**src/rtl/pipeline_ctrl.sv**
```systemverilog
// Pipeline stall/flush controller: decodes hazard codes and LSU busy into per-stage
// enables/flushes, sequences the load-use bubble and memory freeze, keeps perf counters.
module pipeline_ctrl #(
  parameter int unsigned CNT_W       = 32,
  parameter int unsigned MEM_TIMEOUT = 64
) (
  input  logic             clk_i,
  input  logic             rst_i,
  input  logic [5:0]       hazard_op_i,
  input  logic             lsu_busy_i,
  output logic             pc_en_o,
  output logic             if_id_en_o,
  output logic             if_id_flush_o,
  output logic             id_ex_en_o,
  output logic             id_ex_flush_o,
  output logic             ex_mem_en_o,
  output logic             ex_mem_flush_o,
  output logic             mem_wb_en_o,
  output logic [CNT_W-1:0] stall_cnt_o,
  output logic [CNT_W-1:0] flush_cnt_o,
  output logic             err_timeout_o
);

  localparam int unsigned BusyW = $clog2(MEM_TIMEOUT + 1);

  typedef enum logic [1:0] {StRun, StLuStall, StMemWait} state_e;

  state_e             state_q, state_d;
  logic [BusyW-1:0]   busy_cnt_q, busy_cnt_d;
  logic [CNT_W-1:0]   stall_cnt_q, stall_cnt_d;
  logic [CNT_W-1:0]   flush_cnt_q, flush_cnt_d;
  logic               err_q, err_d;

  logic br, rw, lu, lu_act, br_act;

  // Hazard decode
  assign br = (hazard_op_i == 6'b001111);
  assign rw = (hazard_op_i == 6'b000111);
  assign lu = !br && !rw &&
              ((hazard_op_i[5] && hazard_op_i[3:2] == 2'd2) ||
               (hazard_op_i[4] && hazard_op_i[1:0] == 2'd2));

  // Load-use is masked only in the bubble cycle itself, so a load-use held across a
  // memory freeze is still honoured once the freeze lifts.
  assign lu_act = !lsu_busy_i && lu && (state_q != StLuStall);
  assign br_act = !lsu_busy_i && br;

  always_ff @(posedge clk_i or posedge rst_i) begin
    if (rst_i) begin
      state_q <= StRun;
    end else begin
      state_q <= state_d;
    end
  end

  always_comb begin
    state_d = StRun;
    if (lsu_busy_i) begin
      state_d = StMemWait;
    end else if (lu_act) begin
      state_d = StLuStall;
    end
  end

  always_comb begin
    pc_en_o        = 1'b1;
    if_id_en_o     = 1'b1;
    if_id_flush_o  = 1'b0;
    id_ex_en_o     = 1'b1;
    id_ex_flush_o  = 1'b0;
    ex_mem_en_o    = 1'b1;
    ex_mem_flush_o = 1'b0;
    mem_wb_en_o    = 1'b1;
    if (rst_i) begin
      pc_en_o        = 1'b0;
      if_id_en_o     = 1'b0;
      if_id_flush_o  = 1'b1;
      id_ex_en_o     = 1'b0;
      id_ex_flush_o  = 1'b1;
      ex_mem_en_o    = 1'b0;
      ex_mem_flush_o = 1'b1;
      mem_wb_en_o    = 1'b0;
    end else if (lsu_busy_i) begin
      pc_en_o     = 1'b0;
      if_id_en_o  = 1'b0;
      id_ex_en_o  = 1'b0;
      ex_mem_en_o = 1'b0;
      mem_wb_en_o = 1'b0;
    end else if (br) begin
      if_id_flush_o = 1'b1;
      id_ex_flush_o = 1'b1;
    end else if (rw) begin
      pc_en_o       = 1'b0;
      if_id_en_o    = 1'b0;
      id_ex_flush_o = 1'b1;
    end else if (lu_act) begin
      pc_en_o        = 1'b0;
      if_id_en_o     = 1'b0;
      id_ex_en_o     = 1'b0;
      ex_mem_flush_o = 1'b1;
    end
  end

  always_comb begin
    busy_cnt_d = '0;
    if (lsu_busy_i) begin
      busy_cnt_d = (busy_cnt_q == BusyW'(MEM_TIMEOUT)) ? busy_cnt_q : busy_cnt_q + BusyW'(1);
    end
    err_d = err_q || (busy_cnt_q == BusyW'(MEM_TIMEOUT));
    stall_cnt_d = stall_cnt_q;
    if (!pc_en_o && (stall_cnt_q != '1)) begin
      stall_cnt_d = stall_cnt_q + CNT_W'(1);
    end
    flush_cnt_d = flush_cnt_q;
    if (br_act && (flush_cnt_q != '1)) begin
      flush_cnt_d = flush_cnt_q + CNT_W'(1);
    end
  end

  always_ff @(posedge clk_i or posedge rst_i) begin
    if (rst_i) begin
      busy_cnt_q  <= '0;
      err_q       <= 1'b0;
      stall_cnt_q <= '0;
      flush_cnt_q <= '0;
    end else begin
      busy_cnt_q  <= busy_cnt_d;
      err_q       <= err_d;
      stall_cnt_q <= stall_cnt_d;
      flush_cnt_q <= flush_cnt_d;
    end
  end

  assign stall_cnt_o   = stall_cnt_q;
  assign flush_cnt_o   = flush_cnt_q;
  assign err_timeout_o = err_q;

endmodule

```
**config.mk**
```make
export PLATFORM = sky130hd
export DESIGN_NAME = pipeline_ctrl
export DESIGN_NICKNAME = d
export VERILOG_FILES = /design/src/rtl/pipeline_ctrl.sv
export SDC_FILE = /design/constraint.sdc
export NUM_CORES = 1
export LEC_CHECK = 0
export BUFFER_PORTS_ARGS = -buffer_cell sky130_fd_sc_hd__buf_4
export CAP_MARGIN = 20
export CORE_MARGIN = 5
export CORE_UTILIZATION = 43
export CTS_CLUSTER_DIAMETER = 150
export DETAILED_ROUTE_END_ITERATION = 10
export GPL_ROUTABILITY_DRIVEN = 0
export PLACE_DENSITY = 0.66
export SYNTH_ARGS = -nofsm -noshare
export SYNTH_HDL_FRONTEND = slang
export SYNTH_SLANG_ARGS = --single-unit
export TNS_END_PERCENT = 100
```
**constraint.sdc**
```tcl
create_clock -name clk_i -period 2.75 [get_ports clk_i]
set_input_delay 0.4125 -clock clk_i [delete_from_list [all_inputs] [get_ports clk_i]]
set_output_delay 0.4125 -clock clk_i [all_outputs]
set_load 0.005 [all_outputs]
```
==> impl_metrics.env, run 1 <==
export IMPL_outcome="finished clean"
export IMPL_unrepaired_setup_endpoints_after_global_routing="no"
export IMPL_diodes=0
export IMPL_sequential_area_share_after_synthesis_pct=49.9
export IMPL_fmax_mhz=477
export IMPL_async_reset_ff_share_pct=100
export IMPL_worstPathMaxFanout=5
export IMPL_grt_max_degree=75
export IMPL_start_util_pct=44.7
export IMPL_detail_routed_net_length_per_standard_cell_um=14.9
export IMPL_cts_tree="built"
export IMPL_placement_setup_worst_slack_ps=690
export IMPL_rows=33
export IMPL_final_cells=554
export IMPL_crit_path_class="register to register"
export IMPL_clock_sinks=74
export IMPL_synthMostInstantiatedCell="sky130_fd_sc_hd__dfrtp_1"
export IMPL_die_w_um=103
export IMPL_number_of_flops_mapped_to_enable_cells_by_yosys=0
export IMPL_cts_buffers=9
export IMPL_timing_critical_path_required_ps=2990
export IMPL_dpl_cell_count=538
export IMPL_layout_drive_gt1_share_pct=27.4
export IMPL_die_area_sq_um=10600
export IMPL_clock_tree_htree_level_count=3
export IMPL_synthesis_area_per_instance_sq_um=10.4
export IMPL_grt_util_all_layers_pct=16.3
export IMPL_synthTopCellsByArea="sky130_fd_sc_hd__dfrtp_1, sky130_fd_sc_hd__xor2_1, sky130_fd_sc_hd__xnor2_1"
export IMPL_grt_pass1_vias=2932
export IMPL_post_synth_top_area_cell="sky130_fd_sc_hd__dfrtp_1"
export IMPL_number_of_antenna_violations_at_the_first_check_in_global_routing=0
export IMPL_layout_worst_path_cycle_share_pct=76.3
export IMPL_drc_errors=0
export IMPL_master_cell_of_the_clock_root_buffer="sky130_fd_sc_hd__clkbuf_8"
export IMPL_power_density_cell_area_nw_per_um2=564
export IMPL_tns_ps=0
export IMPL_hold_path_class="input port to register"
export IMPL_leakagePower_nw=2.17
export IMPL_port_buffers=81
export IMPL_syn_std_cell_area_sq_um=3710
export IMPL_drt_first_iter_violations=92
export IMPL_crit_path_end_kind="register"
export IMPL_postCtsSetupRepairBufs=0
export IMPL_grt_first_pass_wirelength_um=13700
export IMPL_routed_wl_um=8250
export IMPL_area_of_the_core_region_sq_um=8300
export IMPL_dp_hpwl_um=5980
export IMPL_ys_seq_elements=74
export IMPL_worst_slew_pin_slew_ps=920
export IMPL_synth_main_ff_cell="sky130_fd_sc_hd__dfrtp_1"
export IMPL_max_cap_violations=0
export IMPL_clockBufferDepth=2
export IMPL_min_period_ps=2100
export IMPL_ys_warnings_count=0
export IMPL_finish_utilization_pct=56.1
export IMPL_clk_slew_on_worst_s_h_paths_ps=80
export IMPL_drtPass1Iterations=4
export IMPL_pins_over_slew_limit=0
export IMPL_route_detailed_vias_per_inst=5.25
export IMPL_peak_supply_drop_v=0.000301
export IMPL_globalRouteOverflowTotal=0
export IMPL_hold_ws_ps=255
export IMPL_floorplan_io_pins=82
export IMPL_r2r_setup_slack_ps=650
export IMPL_synth_net_count=368
export IMPL_clock_insertion_delay_worst_skew_ps=350
export IMPL_synth_cell_type_count=47
export IMPL_max_slew_margin_pct=38.7
export IMPL_worst_ep_arrival_time_ps=2340
export IMPL_finalClockSkew_ps=9.15
export IMPL_die_y_um=103
export IMPL_hold_buffers=0
export IMPL_synth_common_cells="sky130_fd_sc_hd__dfrtp_1, sky130_fd_sc_hd__xor2_1, sky130_fd_sc_hd__nand2_1"
export IMPL_drtAntennaViolNets=0
export IMPL_finish_net_count=457
export IMPL_post_cts_resized=0
export IMPL_timing_critical_path_from_type="register"
export IMPL_final_hold_violation_count=0
export IMPL_area_growth_synth_to_final_pct=25.5
export IMPL_synthesis_instances=355
export IMPL_finalWorstSetupSlack_ps=653
export IMPL_route_vias_total=2909
export IMPL_synth_top_area_share_pct=49.9
export IMPL_finalSetupViolations=0
## worst max-delay path, cell delays in order (launching register included)
cell	delay [ps]
sky130_fd_sc_hd__dfrtp_1	420
sky130_fd_sc_hd__ha_1	190
sky130_fd_sc_hd__nand3_1	150
sky130_fd_sc_hd__nor4_1	450
sky130_fd_sc_hd__nand4_1	260
sky130_fd_sc_hd__nand2_1	180
sky130_fd_sc_hd__mux2_2	340
## metal layers
metal / part of all wire (%) / wire length, um / track usage [%] / vias up
li1: - / - / - / 1425
met1: 45 / 3680 / 20.2 / 1408
met2: 49 / 4000 / 27.9 / 64
met3: 5.3 / 441 / 3.25 / 12
met4: 1.5 / 122 / 6.57 / 0
met5: 0 / 0 / 0 / -
## final cells by class
class	instances	area, sq um
Multi-Input combinational cell	262	1760
Clock buffer	10	128
Tap cell	105	131
Inverter	8	30.0
Clock inverter	6	90.1
Sequential cell	74	1850
Fill cell	722	3640
Timing Repair Buffer	89	668
## logic make-up after synthesis
group,count (synthesis),synth area share (%)
and+or+nand+nor,179,27.2
DFF,74,49.9
xor gates and xnor gates,63,14.9
buffers and inverters,19,2.73
AOI/OAI and AO/OA,10,2.13
muxes,6,1.79
adders and majority gates,4,1.35
## metrics by stage
step | instance area [sq um] | power (W)
6_report | 4650 | 0.00263
5_1_grt | 4650 | 0.00275
4_1_cts | 4650 | 0.00266
2_1_floorplan | 3710 | 0.00150
3_5_place_dp | 4440 | 0.00172
3_3_place_gp | 4440 | 0.00171
## power breakdown
group	switching (W)	internal, W
combinational	0.000169	0.000229
sequential	0.000114	0.00118
clock	0.000424	0.000515
total	0.000706	0.00192
## worst paths after layout
check / from / to / cells after the start
setup / recovery: stall_cnt_o[0] / stall_cnt_o[1] / 6
hold / removal: lsu_busy_i / state_q[1] / 1
setup reg to reg: stall_cnt_o[0] / stall_cnt_o[1] / 6
hold reg to reg: err_timeout_o / err_timeout_o / 1
max in group asynchronous: rst_i / stall_cnt_o[29] / 3
min in group asynchronous: rst_i / state_q[1] / 3
## cell usage in the layout (no fill, tap or decap), types with 2 or more instances in the layout
cell type,instances
sky130_fd_sc_hd__nand2b_1,4
sky130_fd_sc_hd__or2_2,3
sky130_fd_sc_hd__nand4_1,19
sky130_fd_sc_hd__dfrtp_1,74
sky130_fd_sc_hd__ha_1,4
sky130_fd_sc_hd__and3_1,8
sky130_fd_sc_hd__xor2_1,35
sky130_fd_sc_hd__and2_1,6
sky130_fd_sc_hd__clkbuf_8,9
sky130_fd_sc_hd__a21oi_1,2
sky130_fd_sc_hd__buf_4,89
sky130_fd_sc_hd__nand3_1,28
sky130_fd_sc_hd__nand3_2,2
sky130_fd_sc_hd__bufinv_16,2
sky130_fd_sc_hd__mux2_2,5
sky130_fd_sc_hd__and4_1,5
sky130_fd_sc_hd__nor2b_1,5
sky130_fd_sc_hd__nor4_1,13
sky130_fd_sc_hd__nor4b_1,2
sky130_fd_sc_hd__nor3_1,26
sky130_fd_sc_hd__nand3b_1,2
sky130_fd_sc_hd__inv_1,7
sky130_fd_sc_hd__nor2_1,14
sky130_fd_sc_hd__xnor2_1,28
sky130_fd_sc_hd__nand2_1,31
## registers in the layout (all words and copies together), names as in the netlist
name / count
busy_cnt_q: 7
err_timeout_o: 1
flush_cnt_o: 32
stall_cnt_o: 32
state_q: 2
Power figures use the tool's default switching activity.
==> inputs of run 2 (changes only) <==
==> constraint.sdc (replaced) <==
create_clock -name clk_i -period 2.13 [get_ports clk_i]
set_input_delay 0.3195 -clock clk_i [delete_from_list [all_inputs] [get_ports clk_i]]
set_output_delay 0.3195 -clock clk_i [all_outputs]
set_load 0.005 [all_outputs]
==> run 2 against run 1 <==
  * Setup slack worse by 470 ps
  * Register-to-register slack got worse by 470 ps
  * Via count up 2.6%
  * Critical path type unchanged
  * Critical endpoint is now stall_cnt_o[30]
  * Largest power group unchanged
  * Highest routed layer unchanged
==> impl_metrics.env, run 2 (same netlist as run 1, synthesis figures left out) <==
export IMPL_timing_critical_path_max_delay_family="simple AND/OR/NAND/NOR gates"
export IMPL_drc_errors=0
export IMPL_route_vias_total=2985
export IMPL_power_density_cell_area_nw_per_um2=713
export IMPL_timing_critical_path_required_ps=2360
export IMPL_grt_pass1_vias=3043
export IMPL_dp_hpwl_um=6300
export IMPL_peak_supply_drop_v=0.000471
export IMPL_drtPass1Iterations=4
export IMPL_globalRouteOverflowTotal=0
export IMPL_final_cells=562
export IMPL_ff_latch_area_sq_um=1850
export IMPL_cts_tree="built"
export IMPL_grt_max_degree=58
export IMPL_mostFrequentLayoutCell="sky130_fd_sc_hd__buf_4"
export IMPL_die_w_um=103
export IMPL_finalClockSkew_ps=8.22
export IMPL_clk_slew_on_worst_s_h_paths_ps=80
export IMPL_route_detailed_vias_per_inst=5.31
export IMPL_leakagePower_nw=2.23
export IMPL_master_cell_of_the_clock_root_buffer="sky130_fd_sc_hd__clkbuf_8"
export IMPL_die_area_sq_um=10600
export IMPL_min_period_ps=1950
export IMPL_crit_path_end_kind="register"
export IMPL_finish_net_count=465
export IMPL_fillCellCount=739
export IMPL_detail_routed_net_length_per_standard_cell_um=15.1
export IMPL_multiInputGateArea_sq_um=1780
export IMPL_rows=33
export IMPL_max_slew_margin_pct=53.3
export IMPL_dpl_cell_count=546
export IMPL_crit_path_max_incr_delay_ps=460
export IMPL_crit_buf_inv=0
export IMPL_layout_drive_gt1_share_pct=29.1
export IMPL_fmax_mhz=512
export IMPL_diodes=0
export IMPL_port_buffers=81
export IMPL_grt_util_all_layers_pct=17.0
export IMPL_unrepaired_setup_endpoints_after_global_routing="no"
export IMPL_cts_buffers=9
export IMPL_tns_ps=0
export IMPL_final_cell_mix="sky130_fd_sc_hd__buf_4, sky130_fd_sc_hd__dfrtp_1, sky130_fd_sc_hd__xor2_1"
export IMPL_hold_ws_ps=92.8
export IMPL_worst_ep_arrival_time_ps=2180
export IMPL_layout_worst_path_cycle_share_pct=91.6
export IMPL_final_hold_violation_count=0
export IMPL_die_y_um=103
export IMPL_floorplan_io_pins=82
export IMPL_max_cap_violations=0
export IMPL_area_growth_synth_to_final_pct=28.5
export IMPL_clock_tree_htree_level_count=3
export IMPL_finalWorstSetupSlack_ps=178
export IMPL_clock_sinks=74
export IMPL_finalInstanceArea_sq_um=4770
export IMPL_number_of_antenna_violations_at_the_first_check_in_global_routing=0
export IMPL_hold_buffers=0
export IMPL_start_util_pct=44.7
export IMPL_clock_insertion_delay_worst_skew_ps=340
export IMPL_crit_path_class="register to register"
export IMPL_grt_first_pass_wirelength_um=14300
export IMPL_drtAntennaViolNets=0
export IMPL_clockBufferDepth=2
export IMPL_hold_path_class="input port to async pin"
export IMPL_crit_path_top_delay_cell="sky130_fd_sc_hd__nor4_4"
export IMPL_finalSetupViolations=0
export IMPL_timing_critical_path_cells="nand4_1, nor4_4, nand3_2, nor3_1, mux2_2"
export IMPL_routed_wl_um=8490
export IMPL_placed_area_sq_um=4530
export IMPL_area_of_the_core_region_sq_um=8300
export IMPL_worst_slew_pin_slew_ps=701
export IMPL_placement_setup_worst_slack_ps=124
export IMPL_drt_first_iter_violations=82
export IMPL_timing_critical_path_from_type="register"
export IMPL_pins_over_slew_limit=0
export IMPL_outcome="finished clean"
export IMPL_worstPathMaxFanout=5
==> run 2: path summary, 6_finish.rpt <==
kind / startpoint / to / slack, ps / cells after the start
setup / recovery: stall_cnt_o[20] / stall_cnt_o[30] / 180 / 5
hold / removal: rst_i / stall_cnt_o[2] / 90 / 3
setup reg to reg: stall_cnt_o[20] / stall_cnt_o[30] / 180 / 5
hold reg to reg: err_timeout_o / err_timeout_o / 500 / 1
max in group asynchronous: rst_i / flush_cnt_o[29] / 1380 / 3
min in group clk_i: lsu_busy_i / state_q[1] / 270 / 2
==> run 2: routing by layer <==
layer  track usage (%)  share of wire (%)  vias up
met3              5.95                7.8        8
met4              4.88                1.0        0
li1                  -                  -     1443
met2              28.6                 50       89
met1              20.9                 41     1445
met5                 0                  0        -
==> run 2: where the power goes <==
group / leakage (nW) / switching (W) / internal (W)
sequential: 0.942 / 0.000144 / 0.00152
combinational: 1.18 / 0.000233 / 0.000304
clock: 0.109 / 0.000510 / 0.000688
total: 2.23 / 0.000887 / 0.00251
==> run 2: metrics by stage <==
stage / total power, W / util (%)
6_report: 0.00340 / 57.4
5_1_grt: 0.00357 / 57.4
2_1_floorplan: 0.00193 / -
3_3_place_gp: 0.00222 / 54.5
3_5_place_dp: 0.00224 / 54.5
4_1_cts: 0.00345 / 57.2
==> run 2: final cells by class <==
| class | count | area share (%) |
|---|---|---|
| clock buffers | 11 | 2.97 |
| clock inverters | 5 | 1.63 |
| inverters | 8 | 0.709 |
| multi-input cells | 262 | 37.3 |
| flip-flops and latches | 74 | 38.9 |
| well taps | 105 | 2.76 |
| repair buffers | 97 | 15.8 |
==> run 2: repair_timing <==
item	CTS	global route
gates resized for setup	0	3
setup endpoints to repair	0	18
buffers inserted	0	0
==> run 2: worst min-delay path: stages <==
cell                         delay [ps]
sky130_fd_sc_hd__buf_4              130
sky130_fd_sc_hd__clkinvlp_4         100
sky130_fd_sc_hd__buf_4              260
==> inputs of run 3 (changes only) <==
==> constraint.sdc (replaced) <==
create_clock -name clk_i -period 2.51 [get_ports clk_i]
set_input_delay 0.3765 -clock clk_i [delete_from_list [all_inputs] [get_ports clk_i]]
set_output_delay 0.3765 -clock clk_i [all_outputs]
set_load 0.005 [all_outputs]
==> run 3 against run 2 <==
  * Sequential share of layout area is 0.92 points higher
  * Non-clock buffer count decreased by 6
  * Count of clock-buffer cells in the layout fell by 2
  * Utilization down 1.3 points
  * Global-route usage grew 0.43 points
  * Combinational power fell by 17%
  * First-iteration DRC count shrank 7.3%
  * Die area stayed put
==> impl_metrics.env, run 3 (same netlist as run 1, synthesis figures left out) <==
export IMPL_start_util_pct=44.7
export IMPL_die_area_sq_um=10600
export IMPL_worstRegToRegCells=7
export IMPL_finalSetupViolations=0
export IMPL_finalClockSkew_ps=9.01
export IMPL_timing_critical_path_from_type="input port"
export IMPL_finish_net_count=459
export IMPL_mostFrequentLayoutCell="sky130_fd_sc_hd__buf_4"
export IMPL_area_of_the_core_region_sq_um=8300
export IMPL_fillCellCount=741
export IMPL_finalWorstSetupSlack_ps=156
export IMPL_peak_supply_drop_v=0.000339
export IMPL_final_cell_mix="sky130_fd_sc_hd__buf_4, sky130_fd_sc_hd__dfrtp_1, sky130_fd_sc_hd__xor2_1"
export IMPL_grt_pass1_vias=3000
export IMPL_cts_tree="built"
export IMPL_drtAntennaViolNets=0
export IMPL_master_cell_of_the_clock_root_buffer="sky130_fd_sc_hd__clkbuf_8"
export IMPL_crit_path_class="input port to output pin"
export IMPL_min_period_ps=2350
export IMPL_unrepaired_setup_endpoints_after_global_routing="no"
export IMPL_pwr_share_seq_pct=50.8
export IMPL_port_buffers=81
export IMPL_hp_start="lsu_busy_i"
export IMPL_globalRouteOverflowTotal=0
export IMPL_critical_path_reg2reg_endpoint="stall_cnt_o[9]"
export IMPL_grt_util_all_layers_pct=17.5
export IMPL_cp_common_cell="sky130_fd_sc_hd__buf_4"
export IMPL_number_of_antenna_violations_at_the_first_check_in_global_routing=0
export IMPL_share_comb_of_total_power_pct=16.0
export IMPL_routed_wl_um=8650
export IMPL_detail_routed_net_length_per_standard_cell_um=15.6
export IMPL_die_y_um=103
export IMPL_r2r_setup_slack_ps=360
export IMPL_clock_sinks=74
export IMPL_worst_ep_arrival_time_ps=1980
export IMPL_die_w_um=103
export IMPL_diodes=0
export IMPL_rows=33
export IMPL_leakagePower_nw=2.16
export IMPL_worst_hold_path_num_cells=1
export IMPL_drc_errors=0
export IMPL_power_clock_fraction_pct=33.1
export IMPL_crit_path_max_incr_delay_ps=530
export IMPL_critical_path_reg2reg_startpoint="stall_cnt_o[0]"
export IMPL_cellInternalPower_w=0.00200
export IMPL_worst_slew_pin_slew_ps=607
export IMPL_grt_max_degree=38
export IMPL_worstPathMaxFanout=6
export IMPL_timing_critical_path_max_delay_family="buffers and inverters"
export IMPL_dp_hpwl_um=6240
export IMPL_route_detailed_vias_per_inst=5.31
export IMPL_cts_buffers=9
export IMPL_layout_worst_path_cycle_share_pct=93.8
export IMPL_fmax_mhz=425
export IMPL_layout_drive_gt1_share_pct=27.9
export IMPL_drtPass1Iterations=4
export IMPL_postCtsSetupRepairBufs=0
export IMPL_timing_critical_path_cells="dlygate4sd3_1, buf_4, nor2_1, o41ai_2, or2_2, inv_1, buf_4"
export IMPL_final_hold_violation_count=0
export IMPL_outcome="finished clean"
export IMPL_tns_ps=0
export IMPL_hold_path_class="input port to register"
export IMPL_clock_insertion_delay_worst_skew_ps=340
export IMPL_crit_path_top_delay_cell="sky130_fd_sc_hd__dlygate4sd3_1"
export IMPL_max_cap_violations=0
export IMPL_p_sw_w=0.000779
export IMPL_route_vias_total=2954
export IMPL_max_slew_margin_pct=59.5
export IMPL_power_density_cell_area_nw_per_um2=596
export IMPL_clk_slew_on_worst_s_h_paths_ps=80
export IMPL_whs_endpoint="state_q[1]"
export IMPL_clockBufferDepth=2
export IMPL_crit_buf_inv=4
export IMPL_floorplan_io_pins=82
export IMPL_totalPowerFinal_w=0.00278
export IMPL_crit_path_end_kind="output pin"
export IMPL_switching_share_pct=28.1
export IMPL_pins_over_slew_limit=0
export IMPL_clock_tree_htree_level_count=3
export IMPL_placement_setup_worst_slack_ps=291
export IMPL_finish_utilization_pct=56.1
export IMPL_area_growth_synth_to_final_pct=25.5
export IMPL_drt_first_iter_violations=76
export IMPL_grt_first_pass_wirelength_um=14700
export IMPL_timing_critical_path_required_ps=2130
[run 3: cell types whose count changed in the layout (fill, tap and decap cells not counted), moves of 2 or more]
| cell | delta |
|---|---|
| sky130_fd_sc_hd__buf_4 | -5 |
| sky130_fd_sc_hd__clkinvlp_4 | +3 |
| sky130_fd_sc_hd__buf_12 | -2 |
| sky130_fd_sc_hd__nor4_1 | +2 |
[run 3: repair_timing]
item,in CTS,in global routing
hold endpoints to repair,1,0
hold buffers,1,0
resized for setup,0,1
setup endpoints to repair,0,4
[run 3: power groups by stage]
stage	clock, W	sequential, W	combinational, W
finish	0.000920	0.00141	0.000445
global route	0.00100	0.00143	0.000498
CTS	0.000945	0.00141	0.000457
detailed placement	0	0.00143	0.000453
global placement	0	0.00143	0.000444
floorplan	0	0.00142	0.000218
[run 3: cell type report]
type	instances	area (sq um)	area share, %
inverter	8	33.8	0.726
sequential	74	1850	39.8
timing repair buffer	91	686	14.7
tap	105	131	2.82
clock buffer	9	124	2.66
multi-input combinational	262	1760	37.8
clock inverter	7	70.1	1.50
[run 3: worst max-delay path by stage]
stage / startpoint / to / slack [ps] / cells after the start
floorplan: rst_i / id_ex_flush_o / 460 / 2
global placement: lsu_busy_i / stall_cnt_o[27] / 350 / 6
detailed placement: lsu_busy_i / stall_cnt_o[27] / 290 / 6
CTS: rst_i / stall_cnt_o[27] / 160 / 7
global route: rst_i / pc_en_o / 80 / 7
finish: rst_i / pc_en_o / 160 / 7
[run 3: per-stage QoR]
stage | cells | cell area [sq um] | hold slack (ps)
final | 556 | 4660 | 228
after CTS | 556 | 4650 | 219
after floorplan | 355 | 3710 | 408
after detailed placement | 539 | 4450 | 292
after global routing | 556 | 4660 | 228
after global placement | 539 | 4450 | 290
[run 3: metal layers]
| layer | share of wire (%) | track usage (%) | vias up |
|---|---|---|---|
| met5 | 0 | 0 | - |
| met4 | 1.4 | 5.68 | 0 |
| met3 | 6.1 | 4.19 | 13 |
| met2 | 49 | 29.2 | 72 |
| met1 | 44 | 22.4 | 1441 |
| li1 | - | - | 1428 |
